[src/rtl/tetris_input_pkg.sv]
// tetris_input_pkg: shared definitions for the tetris push-button front end.
`default_nettype none

package tetris_input_pkg;

  localparam int BTN_DOWN  = 0;
  localparam int BTN_LEFT  = 1;
  localparam int BTN_RIGHT = 2;
  localparam int BTN_ROTL  = 3;
  localparam int BTN_ROTR  = 4;
  localparam int BTN_AUX   = 5;

  typedef enum logic [1:0] {
    IDLE      = 2'd0,
    DELAY     = 2'd1,
    REPEATING = 2'd2
  } repeat_state_t;

  // One spare bit so the terminal count always fits without wrap.
  function automatic int cnt_width(input int max_count);
    return $clog2(max_count) + 1;
  endfunction

  function automatic int max2(input int a, input int b);
    return (a > b) ? a : b;
  endfunction

endpackage

`default_nettype wire

[src/rtl/btn_channel.sv]
// btn_channel: one button lane - 2-flop synchroniser, debounce, press pulse and
// optional hold-to-repeat engine.
`default_nettype none

module btn_channel
  import tetris_input_pkg::*;
#(
  parameter int DEBOUNCE_CYCLES     = 1000000,
  parameter int REPEAT_DELAY_CYCLES = 25000000,
  parameter int REPEAT_RATE_CYCLES  = 8000000,
  parameter bit REPEAT_EN           = 1'b0
) (
  input  logic clk,
  input  logic rst_n,
  input  logic enable,
  input  logic raw,
  output logic level,
  output logic pulse,
  output logic repeat_active
);

  localparam int DB_W = cnt_width(DEBOUNCE_CYCLES);
  localparam int TM_W = cnt_width(max2(REPEAT_DELAY_CYCLES, REPEAT_RATE_CYCLES));
  localparam logic [DB_W-1:0] DB_LAST    = DB_W'(DEBOUNCE_CYCLES - 1);
  localparam logic [TM_W-1:0] DELAY_LAST = TM_W'(REPEAT_DELAY_CYCLES - 1);
  localparam logic [TM_W-1:0] RATE_LAST  = TM_W'(REPEAT_RATE_CYCLES - 1);

  logic            sync_meta;
  logic            sync;
  logic [DB_W-1:0] db_cnt;
  logic            level_q;
  logic            pulse_q;
  logic            pulse_next;
  repeat_state_t   state;
  repeat_state_t   state_next;
  logic [TM_W-1:0] timer;
  logic [TM_W-1:0] timer_next;

  logic db_diff;
  logic db_done;
  logic level_rise;
  logic level_fall;

  // Rise/fall are decoded before the edge so the pulse and the FSM move in
  // the same cycle that the debounced level changes.
  assign db_diff    = (sync != level_q);
  assign db_done    = db_diff && (db_cnt == DB_LAST);
  assign level_rise = db_done && !level_q;
  assign level_fall = db_done && level_q;

  always_ff @(posedge clk or negedge rst_n) begin
    if (!rst_n) begin
      sync_meta <= 1'b0;
      sync      <= 1'b0;
      db_cnt    <= '0;
      level_q   <= 1'b0;
      pulse_q   <= 1'b0;
      state     <= IDLE;
      timer     <= '0;
    end else begin
      sync_meta <= raw;
      sync      <= sync_meta;
      if (!db_diff) begin
        db_cnt <= '0;
      end else if (db_done) begin
        db_cnt  <= '0;
        level_q <= ~level_q;
      end else begin
        db_cnt <= db_cnt + DB_W'(1);
      end
      pulse_q <= pulse_next;
      state   <= state_next;
      timer   <= timer_next;
    end
  end

  always_comb begin
    state_next = state;
    timer_next = timer;
    pulse_next = level_rise && enable;
    case (state)
      IDLE: begin
        if (level_rise && enable) begin
          state_next = DELAY;
          timer_next = '0;
        end
      end
      DELAY, REPEATING: begin
        // Release or masking wins over a coincident terminal count.
        if (level_fall || !enable) begin
          state_next = IDLE;
          timer_next = '0;
        end else if (timer == ((state == DELAY) ? DELAY_LAST : RATE_LAST)) begin
          pulse_next = 1'b1;
          state_next = REPEATING;
          timer_next = '0;
        end else begin
          timer_next = timer + TM_W'(1);
        end
      end
      default: begin
        state_next = IDLE;
        timer_next = '0;
      end
    endcase
    if (!REPEAT_EN) begin
      state_next = IDLE;
      timer_next = '0;
    end
  end

  assign level         = level_q;
  assign pulse         = pulse_q && enable;
  assign repeat_active = (state == REPEATING) && enable;

endmodule

`default_nettype wire

[src/rtl/btn_conditioner.sv]
// btn_conditioner: N-channel push-button front end producing one-cycle action
// pulses for the tetris game FSM.
`default_nettype none

module btn_conditioner
  import tetris_input_pkg::*;
#(
  parameter int               N_BTN               = 6,
  parameter int               DEBOUNCE_CYCLES     = 1000000,
  parameter int               REPEAT_DELAY_CYCLES = 25000000,
  parameter int               REPEAT_RATE_CYCLES  = 8000000,
  parameter logic [N_BTN-1:0] REPEAT_MASK         = 6'b000111
) (
  input  logic             clk_100MHz,
  input  logic             reset,
  input  logic             enable,
  input  logic [N_BTN-1:0] btn_raw,
  output logic [N_BTN-1:0] btn_level,
  output logic [N_BTN-1:0] btn_pulse,
  output logic [N_BTN-1:0] btn_repeat_active
);

  for (genvar i = 0; i < N_BTN; i++) begin : g_ch
    btn_channel #(
      .DEBOUNCE_CYCLES    (DEBOUNCE_CYCLES),
      .REPEAT_DELAY_CYCLES(REPEAT_DELAY_CYCLES),
      .REPEAT_RATE_CYCLES (REPEAT_RATE_CYCLES),
      .REPEAT_EN          (REPEAT_MASK[i])
    ) u_channel (
      .clk          (clk_100MHz),
      .rst_n        (reset),
      .enable       (enable),
      .raw          (btn_raw[i]),
      .level        (btn_level[i]),
      .pulse        (btn_pulse[i]),
      .repeat_active(btn_repeat_active[i])
    );
  end

endmodule

`default_nettype wire
[config.mk]
export PLATFORM = sky130hd
export DESIGN_NAME = btn_conditioner
export DESIGN_NICKNAME = d
export VERILOG_FILES = /design/src/rtl/tetris_input_pkg.sv /design/src/rtl/btn_channel.sv /design/src/rtl/btn_conditioner.sv
export SDC_FILE = /design/constraint.sdc
export NUM_CORES = 1
export LEC_CHECK = 0
export CAP_MARGIN = 20
export CORE_UTILIZATION = 45
export DETAILED_ROUTE_END_ITERATION = 7
export GPL_TIMING_DRIVEN = 1
export PLACE_DENSITY_LB_ADDON = 0.2
export SYNTH_ARGS = -nofsm -noshare
export SYNTH_HDL_FRONTEND = slang
export SYNTH_HIERARCHICAL = 1
export SYNTH_SLANG_ARGS = --single-unit
[constraint.sdc]
create_clock -name clk_100MHz -period 4.1 [get_ports clk_100MHz]
set_clock_uncertainty 0.1 [all_clocks]
set_input_delay 0.82 -clock clk_100MHz [delete_from_list [all_inputs] [get_ports clk_100MHz]]
set_output_delay 0.82 -clock clk_100MHz [all_outputs]
set_load 0.02 [all_outputs]
==> results.sh <==
export IMPL_cpPeakStageDelay_ps=600
export IMPL_ys_flop_type="dfrtp_1"
export IMPL_fmax_ghz=0.2997
export IMPL_syn_nets=1367
export IMPL_die_y_um=171.1
export IMPL_synth_seq_cells=234
export IMPL_hold_path_class="in2async"
export IMPL_postCtsHoldBufs=0
export IMPL_root_buffer="clkbuf_16"
export IMPL_hold_slack_ps=181.0
export IMPL_fillerInstances=2548
export IMPL_yosysTopAreaCell="dfrtp_1"
export IMPL_io_pins=27
export IMPL_cp_arrival_ps=2420
export IMPL_ys_types=74
export IMPL_drt_vias_per_instance=5.838
export IMPL_drive_gt1_frac=0.08407
export IMPL_grt_total_usage=0.1936
export IMPL_n_antenna_cell=0
export IMPL_finalCriticalPeriod_ps=3337
export IMPL_leakage_nw=5.514
export IMPL_drv_cap=0
export IMPL_crit_top_cell="clkdlybuf4s50_1"
export IMPL_cts_buffer_depth=3
export IMPL_final_cell_mix="dfrtp_1, nor2_1, nand2_1, nand3_1, xnor2_1"
export IMPL_maxSlewHeadroom=0.4247
export IMPL_wl_per_cell_um=15.68
export IMPL_period_share=0.8139
export IMPL_status="finished clean"
export IMPL_drc=0
export IMPL_place_ws_ps=552.6
export IMPL_overflow=0
export IMPL_hold_viol_final=0
export IMPL_dr_total_vias=10120
export IMPL_cts_htree_levels=1
export IMPL_synthDominantCellAreaShare=0.4548
export IMPL_clk_pin_slew_ps=60
export IMPL_layout_nets=1370
export IMPL_cts_buffers=26
export IMPL_clk_latency_ps=540
export IMPL_cp_max_fo=24
export IMPL_drt_total_wl_um=27180
export IMPL_placed_cells_incl_taps=1687
export IMPL_yosys_warnings=6
export IMPL_start_util=0.4609
export IMPL_mappedNetlistArea_um2=12870
export IMPL_synth_edff_count=0
export IMPL_async_flop_share=1.000
export IMPL_dp_hpwl_um=17510
export IMPL_antenna_found_initial=0
export IMPL_finalNonFillerCells=1734
export IMPL_ir_drop_uv=288.4
export IMPL_worstMarginPinSlew_ps=857.8
export IMPL_ys_seq_area_frac=0.4548
export IMPL_ctsResizeCount=0
export IMPL_avgSynthCellArea_um2=9.651
export IMPL_critPathCaptureType="output pin"
export IMPL_cp_start_kind="input pin"
export IMPL_critPathSlowestCell="clkdlybuf4s50_1"
export IMPL_synth_area_leaders="dfrtp_1, xnor2_1, nor2_1"
export IMPL_powerDensity_nw_per_um2=349.6
export IMPL_syn2layout_area_growth_pct=11.35
export IMPL_synth_cells=1334
export IMPL_clock_sinks=234
export IMPL_post_cts_setup_buffer_count=0
export IMPL_placementRows=61
export IMPL_final_common_cell="dfrtp_1"
export IMPL_worstSetupPathType="in2out"
export IMPL_dieArea_um2=29290
export IMPL_grt_pass1_vias=9758
export IMPL_ff2ff_setup_slack_ps=870
export IMPL_slew_violations=0
export IMPL_place_congestion=0.8201
export IMPL_fin_setup_tns_ps=0
export IMPL_grt_max_degree=92
export IMPL_crit_chain="clkdlybuf4s50_1 -> buf_4 -> and2_1 -> clkdlybuf4s50_1"
export IMPL_cp_required_ps=3180
export IMPL_rsz0062_at_grt="false"
export IMPL_worst_slack_ps=763.2
export IMPL_grt_first_pass_wirelength_um=47380
export IMPL_core_um2=27930
export IMPL_dieWidth_um=171.1
export IMPL_first_pass_iters=5
export IMPL_cts_tree="done"
export IMPL_finalSetupViolCount=0
export IMPL_ant_nets=0
export IMPL_drt_iter0_drc=669
export IMPL_portBuffers=23
## critical path, delay by kind of cell
family / cells / cell delay [ps]
buffers and inverters: 3 / 1390
and+or+nand+nor: 1 / 200
## report_power, final
part	internal, mW	total [mW]	switching (mW)
clock network	1.58	2.54	0.963
registers	2.33	2.35	0.0178
logic	0.0315	0.120	0.0885
total	3.94	5.01	1.07
## through the flow
step	power [mW]	util	cell area, um2
finish	5.012	0.5132	14340
global placement	2.514	0.4795	13390
detailed placement	2.515	0.4795	13390
CTS	5.090	0.5132	14340
floorplan	2.435	-	12870
global route	5.198	0.5132	14340
## final timing paths
check / to / start / depth (start not counted)
hold / removal: g_ch[0].u_channel/db_cnt[2] / reset / 1
setup reg to reg: g_ch[1].u_channel/timer[11] / g_ch[1].u_channel/timer[0] / 6
min in group clk_100MHz: g_ch[5].u_channel/sync / g_ch[5].u_channel/sync_meta / 0
max in group asynchronous: g_ch[3].u_channel/db_cnt[7] / reset / 2
setup / recovery: btn_pulse[4] / enable / 4
hold reg to reg: g_ch[5].u_channel/sync / g_ch[5].u_channel/sync_meta / 0
## registers in the layout, indices dropped and copies added (netlist names)
| signal | cells |
|---|---|
| g_ch.u_channel/sync_meta | 6 |
| g_ch.u_channel/pulse_q | 6 |
| g_ch.u_channel/state | 6 |
| g_ch.u_channel/timer | 78 |
| g_ch.u_channel/sync | 6 |
| g_ch.u_channel/level | 6 |
| g_ch.u_channel/db_cnt | 126 |
## cell usage after synthesis (16+ instances only)
library cell / instances
xor2_1: 41
and3_1: 26
o31ai_1: 28
a22o_1: 18
or3_1: 36
nand3_1: 81
and2_1: 23
xnor2_1: 61
nor2_1: 141
or4_1: 19
a32oi_1: 21
dfrtp_1: 234
clkbuf_1: 38
o21ai_0: 28
nor3_1: 38
a21oi_1: 24
nor4_1: 22
ha_1: 24
nand2_1: 115
and4_1: 16
nand4_1: 50
inv_1: 38
## final cells by class
type / instances / area [um2] / area share
repair buffers: 34 / 342.8 / 0.02391
multi-input cells: 1003 / 6580 / 0.4590
clock buffers: 32 / 734.5 / 0.05123
clock inverters: 15 / 207.7 / 0.01449
flip-flops and latches: 234 / 5856 / 0.4084
inverters: 38 / 142.6 / 0.009949
well taps: 378 / 473.0 / 0.03299
## layer usage
metal / routed length, um / GRT usage / up-vias
met5: 0 / 0 / -
met2: 12150 / 0.3047 / 178
met4: 461 / 0.04425 / 0
met1: 13520 / 0.2805 / 4968
li1: - / - / 4945
met3: 1050 / 0.02776 / 32
## cell families after synthesis
kind of cell | count (synthesis) | synth area share
AOI/OAI and AO/OA | 240 | 0.1474
xor gates and xnor gates | 102 | 0.06939
adders and majority gates | 24 | 0.02332
buffers and inverters | 97 | 0.03693
DFF | 234 | 0.4548
muxes | 6 | 0.005539
other | 3 | 0.0008746
and+or+nand+nor | 628 | 0.2617
Power figures use the tool's default switching activity.
